$ cat config.mk
export PLATFORM = sky130hd
export DESIGN_NAME = lcm_seq_flat
export DESIGN_NICKNAME = d
export VERILOG_FILES = /design/src/rtl/lcm_if.sv /design/src/rtl/lcm_seq.sv /design/src/flat_wrapper.sv
export SDC_FILE = /design/constraint.sdc
export NUM_CORES = 1
export LEC_CHECK = 0
export CAP_MARGIN = 15
export CORE_MARGIN = 1
export CORE_UTILIZATION = 45
export CTS_CLUSTER_DIAMETER = 50
export DETAILED_ROUTE_END_ITERATION = 10
export DONT_BUFFER_PORTS = 1
export PLACE_DENSITY_LB_ADDON = 0.25
export SYNTH_ARGS = -nofsm -noshare
export SYNTH_HDL_FRONTEND = slang
export SYNTH_SLANG_ARGS = --single-unit
$ cat constraint.sdc
create_clock -name clk -period 11.1 [get_ports clk]
set_input_delay 0.555 -clock clk [delete_from_list [all_inputs] [get_ports clk]]
set_output_delay 0.555 -clock clk [all_outputs]
set_load 0.02 [all_outputs]
$ cat src/rtl/lcm_if.sv
// Operand/result bundle for the sequential LCM engine.
interface lcm_if #(parameter int N = 8);
  logic           start;
  logic [N-1:0]   in1;
  logic [N-1:0]   in2;
  logic [2*N-1:0] lcm;
  logic           done;
  logic           busy;

  modport master (output start, in1, in2, input lcm, done, busy);
  modport slave  (input start, in1, in2, output lcm, done, busy);
endinterface

$ cat src/rtl/lcm_seq.sv
// Sequential LCM: Euclid GCD, restoring division in1/g, then shift-and-add q*in2.
module lcm_seq #(
  parameter int N = 8
) (
  input logic  clk,
  input logic  rst,
  lcm_if.slave bus
);
  localparam int CW = $clog2(N + 1);

  typedef enum logic [2:0] {IDLE, GCD, DIV, MUL, FIN} state_t;

  state_t         state, state_nxt;
  logic [N-1:0]   op1, op2, a, b, g, rem, dvd, q, mplier;
  logic [2*N-1:0] mcand, acc;
  logic [CW-1:0]  cnt;

  logic [N:0]     trial;
  logic [N-1:0]   diff, q_nxt;
  logic           qbit, last;
  logic [2*N-1:0] acc_nxt;

  // trial fits in N+1 bits because rem < g; after subtraction the result is < g again
  always_comb begin
    trial   = {rem, dvd[N-1]};
    qbit    = (trial >= {1'b0, g});
    diff    = trial[N-1:0] - g;
    q_nxt   = (q << 1) | {{(N-1){1'b0}}, qbit};
    acc_nxt = mplier[0] ? (acc + mcand) : acc;
    last    = (cnt == CW'(N - 1));
  end

  always_ff @(posedge clk) begin
    if (rst) state <= IDLE;
    else     state <= state_nxt;
  end

  always_comb begin
    state_nxt = state;
    if (bus.start) begin
      state_nxt = (bus.in1 == '0 || bus.in2 == '0) ? FIN : GCD;
    end else begin
      case (state)
        GCD:     if (b == '0) state_nxt = DIV;
        DIV:     if (last)    state_nxt = MUL;
        MUL:     if (last)    state_nxt = IDLE;
        FIN:                  state_nxt = IDLE;
        default:              state_nxt = state;
      endcase
    end
  end

  always_ff @(posedge clk) begin
    if (rst) begin
      op1      <= '0;
      op2      <= '0;
      a        <= '0;
      b        <= '0;
      g        <= '0;
      rem      <= '0;
      dvd      <= '0;
      q        <= '0;
      mplier   <= '0;
      mcand    <= '0;
      acc      <= '0;
      cnt      <= '0;
      bus.lcm  <= '0;
      bus.done <= 1'b0;
      bus.busy <= 1'b0;
    end else if (bus.start) begin
      // a new start aborts whatever is running; lcm keeps the last result
      op1      <= bus.in1;
      op2      <= bus.in2;
      a        <= bus.in1;
      b        <= bus.in2;
      cnt      <= '0;
      bus.done <= 1'b0;
      bus.busy <= 1'b1;
    end else begin
      case (state)
        GCD: begin
          if (b != '0) begin
            a <= b;
            b <= a % b;
          end else begin
            g   <= a;
            rem <= '0;
            dvd <= op1;
            q   <= '0;
            cnt <= '0;
          end
        end
        DIV: begin
          rem <= qbit ? diff : trial[N-1:0];
          dvd <= dvd << 1;
          q   <= q_nxt;
          cnt <= cnt + CW'(1);
          if (last) begin
            mplier <= q_nxt;
            mcand  <= {{N{1'b0}}, op2};
            acc    <= '0;
            cnt    <= '0;
          end
        end
        MUL: begin
          acc    <= acc_nxt;
          mcand  <= mcand << 1;
          mplier <= mplier >> 1;
          cnt    <= cnt + CW'(1);
          if (last) begin
            bus.lcm  <= acc_nxt;
            bus.done <= 1'b1;
            bus.busy <= 1'b0;
          end
        end
        FIN: begin
          bus.lcm  <= '0;
          bus.done <= 1'b1;
          bus.busy <= 1'b0;
        end
        default: ;
      endcase
    end
  end
endmodule

$ cat src/flat_wrapper.sv
// flat-port wrapper written by rule: the top's interface ports become plain ports
module lcm_seq_flat 
#(
  parameter int N = 8
)
  (clk, rst, bus_start, bus_in1, bus_in2, bus_lcm, bus_done, bus_busy);
  lcm_if #(.N(N)) bus_i ();
  input logic clk;
  input logic rst;
  input wire logic [$bits(bus_i.start)-1:0] bus_start;
  input wire logic [$bits(bus_i.in1)-1:0] bus_in1;
  input wire logic [$bits(bus_i.in2)-1:0] bus_in2;
  output wire logic [$bits(bus_i.lcm)-1:0] bus_lcm;
  output wire logic [$bits(bus_i.done)-1:0] bus_done;
  output wire logic [$bits(bus_i.busy)-1:0] bus_busy;
  assign bus_i.start = bus_start;
  assign bus_i.in1 = bus_in1;
  assign bus_i.in2 = bus_in2;
  assign bus_lcm = bus_i.lcm;
  assign bus_done = bus_i.done;
  assign bus_busy = bus_i.busy;
  lcm_seq #(.N(N)) u_core (.clk(clk), .rst(rst), .bus(bus_i));
endmodule
==> results_dict.tcl, run 1 <==
set metrics [dict create \
    crit_required_ns 11.41 \
    critPathLaunchType "flip-flop" \
    fin_util_pct 52.38 \
    r2r-end "u_core.b[7]" \
    ys.flop_type "dfxtp_1" \
    gp_congestion 0.8794 \
    finalHoldViolCount 0 \
    hold_class "primary input to flip-flop" \
    drc 0 \
    antenna_cells 0 \
    outcome "completed" \
    synth_top_area_share_pct 31.41 \
    r2r_start "u_core.b[3]" \
    fmax_mhz 93.16 \
    fin_crit_ns 10.73 \
    min_from "rst" \
    dr.first_iter.drc_count 374 \
    synth-edff-count 0 \
    clockBufferDepth 2 \
    synthCells 1002 \
    synth_cell_types 76 \
    clock_latency_ns 0.42 \
    worst_slew_pin_slew_ns 1.007 \
    setup_viol 0 \
    max_slew_margin_pct 32.60 \
    clock_sinks 128 \
    ys_warn_count 0 \
    cp_slowest_cell "or3_4" \
    grt_pass1_wl_microns 32360 \
    synth_area_sq_um 8159 \
    worstPathArrival_ns 11.04 \
    die_x_microns 136.7 \
    initial_core_util_pct 46.69 \
    ant_nets 0 \
    rrSetupSlack_ns 0.37 \
    routed_via_density 5.841 \
    routed_wl_microns 19800 \
    crit_path_frequent_cell "ha_1" \
    cp_max_fo 8 \
    areaGrowthSynthToFinish_pct 12.21 \
    port_buffers 0 \
    nNetsFinal 1072 \
    cts_buffers 17 \
    final-max-slew-violation-count 0 \
    reg2regPathDepth 49 \
    cp-end-kind "flip-flop" \
    cts_hold_buffers 0 \
    die_h_microns 136.7 \
    core_area_sq_um 17480 \
    grt_pass1_vias 6622 \
    dr.pass1.iters 5 \
    core.rowCount 48 \
    hold_end "u_core.g[4]" \
    async_reset_ff_share_pct 0 \
    maxCapViolCount 0 \
    synth-seq-area-share_pct 31.41 \
    htreeDepth 4 \
    tritoncts "built" \
    ys_top_cells_by_area "dfxtp_1, ha_1, nor2_1" \
    ioPinCount 37 \
    avgSynthCellArea_sq_um 8.143 \
    drive_above_1_share_pct 10.48 \
    gr-usage-all-layers_pct 22.04 \
    dp_hpwl_microns 14170 \
    syn_nets 1085 \
    overflow 0 \
    finClkSkew_ns 0.009084 \
    whs_path_depth 1 \
    post_drt_wl_per_cell_microns 16.14 \
    period_share_pct 96.71 \
    num_vias 7167 \
    antenna_found_initial 0 \
    dieArea_sq_um 18670 \
    slowest_delay_ns 0.42 \
    crit_type "flip-flop to flip-flop" \
    cts_root_buf "clkbuf_16" \
    clk_pin_slew_ns 0.06 \
    yosys.area.top_type "dfxtp_1" \
    ys_seq_elements 128 \
    grt_max_degree 123 \
]
==> worst max-delay path: cells and delay by family (launching register included) <==
kind | cells | cell delay (ns)
adders and majority gates | 7 | 2.12
DFF | 1 | 0.36
muxes | 3 | 0.72
and+or+nand+nor | 11 | 2.45
AOI/OAI and AO/OA | 23 | 4.26
buffers and inverters | 5 | 0.71
==> routing by layer <==
metal,part of all wire (%),wire (microns),GRT usage (%)
met1,49,9694,29.77
met4,1.5,291,6.605
met5,0,0,0
met3,4.0,792,4.889
met2,46,9021,34.83
==> timing repair <==
item                                   in CTS  in global routing
pin swaps                                   0                  9
setup endpoints to repair                   1                  8
gates resized for setup                     3                 24
gates cloned                                0                  0
endpoints found under the hold margin       0                  0
setup buffers                               0                  4
==> metrics by stage <==
stage	instances	hold WS [ns]	area (sq um)	TNS, ns	worst slack (ns)
after floorplan	1002	0.4258	8159	0	0.3880
after global routing	1227	0.1895	9155	-0.09770	-0.09770
final	1227	0.2151	9155	0	0.3652
after detailed placement	1191	0.4376	8349	-0.01101	-0.01101
after global placement	1191	0.4365	8349	0	0.2661
after CTS	1223	0.2009	8994	0	0.09263
==> flip-flops by register name (all words and copies together) (netlist names), 4 cells and up <==
name	count
u_core.b	8
u_core.acc	16
u_core.q	7
u_core.mcand	16
u_core.rem	8
u_core.cnt	4
u_core.dvd	8
u_core.g	8
u_core.mplier	8
u_core.op2	8
u_core.a	8
u_core.op1	8
u_core.bus.lcm	16
==> synthesized netlist by cell type (6+ instances only) <==
| cell type | count |
|---|---|
| xnor2_1 | 17 |
| clkbuf_1 | 39 |
| nand2_1 | 116 |
| nand2b_1 | 13 |
| nor2b_1 | 11 |
| nand3_1 | 14 |
| ha_1 | 61 |
| a2bb2oi_1 | 11 |
| inv_1 | 41 |
| o21a_1 | 23 |
| nor2_1 | 126 |
| a211oi_1 | 13 |
| or2_2 | 6 |
| a21o_1 | 15 |
| a22oi_1 | 24 |
| nor3_1 | 11 |
| a21oi_1 | 79 |
| buf_1 | 7 |
| mux2i_1 | 38 |
| o211ai_1 | 13 |
| or3_1 | 7 |
| o21ai_0 | 34 |
| nor4_1 | 7 |
| mux2_2 | 7 |
| a211o_1 | 7 |
| a31oi_1 | 6 |
| dfxtp_1 | 128 |
| o31ai_1 | 6 |
| xor2_1 | 14 |
| a311oi_1 | 15 |
==> how the worst max path moves through the flow <==
stage	start	end	slack (ns)	depth (start not counted)
2_1_floorplan	u_core.b[7]	u_core.b[7]	0.39	48
3_3_place_gp	u_core.b[3]	u_core.b[7]	0.27	48
3_5_place_dp	u_core.b[3]	u_core.b[7]	-0.01	48
4_1_cts	u_core.b[2]	u_core.b[7]	0.09	48
5_1_grt	u_core.b[3]	u_core.b[7]	-0.1	50
6_report	u_core.b[3]	u_core.b[7]	0.37	49
==> cells in the final DEF, fill, tap and decap left out, drive strengths merged, types with 18 or more instances in the layout <==
cell type	netlist	final
clkbuf	39	18
ha	61	61
a21oi	79	79
a22oi	24	24
inv	41	45
o21ai	34	34
mux2i	38	38
nor2	126	126
dfxtp	128	128
o21a	23	23
nand2	116	116
==> final cells by class <==
cell class	count	area, sq um
tap	225	281.5
timing repair buffer	17	127.6
clock buffer	18	439.2
sequential	128	2562
clock inverter	14	201.4
fill	1626	8322
multi-input combinational	784	5389
inverter	41	153.9
==> kinds of logic after synthesis <==
kind of cell | share of synthesized area (%)
AND/OR/NAND/NOR | 19.94
buffers and inverters | 4.263
multiplexers | 5.628
XOR/XNOR | 3.328
adder cells (fa/ha/maj) | 10.09
AO/OA/AOI/OAI | 25.35
flip-flops | 31.41
Power of run 1 is not shown: default switching activity piles up to over one toggle a cycle in this logic, so the estimate is an artifact.
==> run 2, diff against run 1 <==
--- a/config.mk
+++ b/config.mk
@@ -12,6 +12,7 @@
 export DETAILED_ROUTE_END_ITERATION = 10
 export DONT_BUFFER_PORTS = 1
 export PLACE_DENSITY_LB_ADDON = 0.25
+export REMOVE_ABC_BUFFERS = 1
 export SYNTH_ARGS = -nofsm -noshare
 export SYNTH_HDL_FRONTEND = slang
 export SYNTH_SLANG_ARGS = --single-unit
==> results_dict.tcl, run 2 (same netlist as run 1, synthesis figures left out) <==
set metrics [dict create \
    outcome "completed" \
    ioPinCount 37 \
    port_buffers 0 \
    crit_type "flip-flop to flip-flop" \
    areaGrowthSynthToFinish_pct 10.81 \
    dr.pass1.iters 5 \
    cp_slowest_cell "or3_4" \
    core_area_sq_um 17480 \
    grt_pass1_wl_microns 32380 \
    cts_root_buf "clkbuf_16" \
    critPathLaunchType "flip-flop" \
    gr-usage-all-layers_pct 21.82 \
    max_slew_margin_pct 33.79 \
    die_x_microns 136.7 \
    routed_wl_microns 19980 \
    crit_required_ns 11.40 \
    num_vias 7138 \
    grt_max_degree 123 \
    tritoncts "built" \
    maxCapViolCount 0 \
    min_from "rst" \
    ant_nets 0 \
    hold_end "u_core.acc[5]" \
    layout_commonest_cell "dfxtp_1" \
    drive_above_1_share_pct 10.36 \
    drc 0 \
    crit_path_frequent_cell "ha_1" \
    reg.largest.list "u_core.acc (16), u_core.bus.lcm (16), u_core.mcand (16)" \
    fmax_mhz 91.53 \
    overflow 0 \
    timing.hold.ws_ns 0.2086 \
    htreeDepth 4 \
    clock_latency_ns 0.42 \
    r2r-end "u_core.b[7]" \
    initial_core_util_pct 46.69 \
    worstPathArrival_ns 11.23 \
    finalHoldViolCount 0 \
    cts_buffers 17 \
    grt_pass1_vias 6594 \
    die_h_microns 136.7 \
    cp_max_fo 6 \
    r2r_start "u_core.b[3]" \
    setup_viol 0 \
    clock_sinks 128 \
    final-max-slew-violation-count 0 \
    reg2regPathDepth 47 \
    final_cell_mix "dfxtp_1, nor2_1, nand2_1" \
    clk_pin_slew_ns 0.06 \
    rrSetupSlack_ns 0.17 \
    cp-end-kind "flip-flop" \
    post_drt_wl_per_cell_microns 16.26 \
    antenna_found_initial 0 \
    whs_path_depth 1 \
    hold_class "primary input to flip-flop" \
    dp_hpwl_microns 13860 \
    slowest_delay_ns 0.41 \
    nNetsFinal 1074 \
    worst_slew_pin_slew_ns 0.9889 \
    dieArea_sq_um 18670 \
    antenna_cells 0 \
    dr.first_iter.drc_count 466 \
    fin_crit_ns 10.93 \
    clockBufferDepth 2 \
    core.rowCount 48 \
    gp_congestion 0.8820 \
    finClkSkew_ns 0.01137 \
    routed_via_density 5.808 \
    period_share_pct 98.43 \
    cp-startpoint "u_core.b[3]" \
]
run 2: worst max-delay path by stage:
stage                        to  slack [ns]
finish              u_core.b[7]        0.17
global route        u_core.b[7]       -0.20
CTS                 u_core.b[7]        0.03
detailed placement  u_core.b[7]       -0.14
global placement    u_core.b[7]        0.10
floorplan           u_core.b[7]        0.44
run 2: cell type report:
cell class	count	area, sq um
Sequential cell	128	2565
Inverter	41	153.9
Tap cell	225	281.5
Fill cell	1620	8436
Clock inverter	10	62.56
Multi-Input combinational cell	784	5374
Clock buffer	22	464.2
Timing Repair Buffer	19	140.1
run 2: worst max-delay path: cells and delay by family, from the launching register on:
kind	cells	cell delay, ns
simple gates	12	2.82
fa+ha+maj	7	2.09
flops	1	0.35
mux	2	0.54
buf+inv	2	0.32
compound gates	24	4.66
run 2: metal layers:
layer  GRT usage [%]  share of wire (%)
met5               0                  0
met4           6.543                1.5
met3           4.519                3.6
met2           35.87                 47
met1           28.55                 48
run 2: stage by stage:
step / area [sq um] / cells / util (%) / setup TNS, ns / setup WS, ns
finish: 9041 / 1229 / 51.73 / 0 / 0.1745
global route: 9041 / 1229 / 51.73 / -0.4729 / -0.2002
CTS: 8850 / 1219 / 50.64 / 0 / 0.02994
detailed placement: 8319 / 1187 / 47.60 / -0.1387 / -0.1380
global placement: 8319 / 1187 / 47.60 / 0 / 0.1001
floorplan: 7965 / 953 / - / 0 / 0.4397
run 2: repair_timing:
item	4_1_cts	5_1_grt
gates cloned	0	1
setup endpoints to repair	5	8
hold buffers	0	0
resized for setup	3	27
setup buffers	0	9
pin swaps	0	11
Power of run 2 is left out for the same reason.
==> run 3, diff against run 2 <==
--- a/config.mk
+++ b/config.mk
@@ -6,7 +6,7 @@
 export NUM_CORES = 1
 export LEC_CHECK = 0
 export CAP_MARGIN = 15
-export CORE_MARGIN = 1
+export CORE_MARGIN = 2
 export CORE_UTILIZATION = 45
 export CTS_CLUSTER_DIAMETER = 50
 export DETAILED_ROUTE_END_ITERATION = 10
==> results_dict.tcl, run 3 (same netlist as run 1, synthesis figures left out) <==
set metrics [dict create \
    outcome "completed" \
    die_x_microns 138.7 \
    antenna_cells 0 \
    slowest_delay_ns 0.43 \
    final_cell_mix "dfxtp_1, nor2_1, nand2_1" \
    initial_core_util_pct 45.58 \
    finalHoldViolCount 0 \
    num_vias 7142 \
    crit_path_frequent_cell "ha_1" \
    cts_buffers 17 \
    clock_latency_ns 0.42 \
    cp-startpoint "u_core.b[3]" \
    setup_viol 0 \
    cp_max_fo 8 \
    crit_type "flip-flop to flip-flop" \
    fmax_mhz 94.53 \
    cts_root_buf "clkbuf_16" \
    drive_above_1_share_pct 10.56 \
    hold_class "primary input to flip-flop" \
    worstPathArrival_ns 10.89 \
    period_share_pct 95.30 \
    ant_nets 0 \
    clock_sinks 128 \
    clk_pin_slew_ns 0.06 \
    routed_via_density 5.792 \
    timing.hold.ws_ns 0.2043 \
    ioPinCount 37 \
    clockBufferDepth 2 \
    drc 0 \
    grt_pass1_wl_microns 32600 \
    post_drt_wl_per_cell_microns 16.16 \
    core_area_sq_um 17900 \
    dr.first_iter.drc_count 422 \
    nNetsFinal 1075 \
    core.rowCount 49 \
    fin_crit_ns 10.58 \
    antenna_found_initial 0 \
    cp-end-kind "flip-flop" \
    maxCapViolCount 0 \
    reg.largest.list "u_core.acc (16), u_core.bus.lcm (16), u_core.mcand (16)" \
    grt_max_degree 123 \
    max_slew_margin_pct 30.56 \
    min_from "rst" \
    critPathLaunchType "flip-flop" \
    worst_slew_pin_slew_ns 1.034 \
    finClkSkew_ns 0.007857 \
    final-max-slew-violation-count 0 \
    r2r_start "u_core.b[3]" \
    dieArea_sq_um 19220 \
    crit_required_ns 11.41 \
    grt_pass1_vias 6639 \
    tritoncts "built" \
    cp_slowest_cell "fa_1" \
    routed_wl_microns 19930 \
    areaGrowthSynthToFinish_pct 11.81 \
    die_h_microns 138.7 \
    dr.pass1.iters 7 \
    gr-usage-all-layers_pct 20.36 \
    htreeDepth 4 \
    port_buffers 0 \
    dp_hpwl_microns 14080 \
    overflow 0 \
    layout_commonest_cell "dfxtp_1" \
    gp_congestion 0.8904 \
]
## run 3: cell type report
| class | instances | area (sq um) |
|---|---|---|
| Tap cell | 229 | 286.5 |
| Clock buffer | 22 | 474.2 |
| Multi-Input combinational cell | 784 | 5381 |
| Inverter | 41 | 153.9 |
| Fill cell | 1749 | 8780 |
| Clock inverter | 9 | 108.9 |
| Sequential cell | 128 | 2564 |
| Timing Repair Buffer | 20 | 153.9 |
## run 3: timing repair
| item | CTS | global route |
|---|---|---|
| endpoints found under the hold margin | 0 | 0 |
| hold buffers | 0 | 0 |
| cloned | 0 | 1 |
| setup buffers | 0 | 6 |
| pin swaps | 0 | 11 |
| setup endpoints to repair | 2 | 8 |
| resized for setup | 3 | 26 |
## run 3: worst paths after layout
check                                     end  slack, ns  depth (start not counted)
worst min register to register    u_core.g[5]       0.45                          2
worst min-delay path            u_core.acc[2]       0.20                          1
worst max register to register    u_core.b[7]       0.52                         48
worst max-delay path              u_core.b[7]       0.52                         48
## run 3: critical path, delay by kind of cell, from the launching register on
| family | cells | cell delay [ns] |
|---|---|---|
| adder cells (fa/ha/maj) | 7 | 2.10 |
| flip-flops | 1 | 0.35 |
| buffers and inverters | 4 | 0.50 |
| AO/OA/AOI/OAI | 23 | 4.41 |
| multiplexers | 2 | 0.58 |
| AND/OR/NAND/NOR | 12 | 2.50 |
## run 3: routing by layer
| layer | vias to the layer above | routed length, microns | global-route usage (%) |
|---|---|---|---|
| met5 | - | 0 | 0 |
| met4 | 0 | 249 | 5.582 |
| met3 | 23 | 888 | 4.972 |
| met2 | 136 | 9254 | 33.27 |
| met1 | 3360 | 9537 | 27.01 |
| li1 | 3623 | - | - |
## run 3: stage by stage
step           setup WS, ns  instance area [sq um]  util [%]  instances  setup TNS (ns)
2_1_floorplan        0.4397                   7965         -        953               0
3_3_place_gp         0.1675                   8354     46.67       1195               0
3_5_place_dp       -0.07280                   8354     46.67       1195        -0.07280
4_1_cts             0.07284                   8946     49.97       1226               0
5_1_grt            -0.07709                   9123     50.96       1233         -0.1184
6_report             0.5218                   9123     50.96       1233               0
Power of run 3 is left out for the same reason.
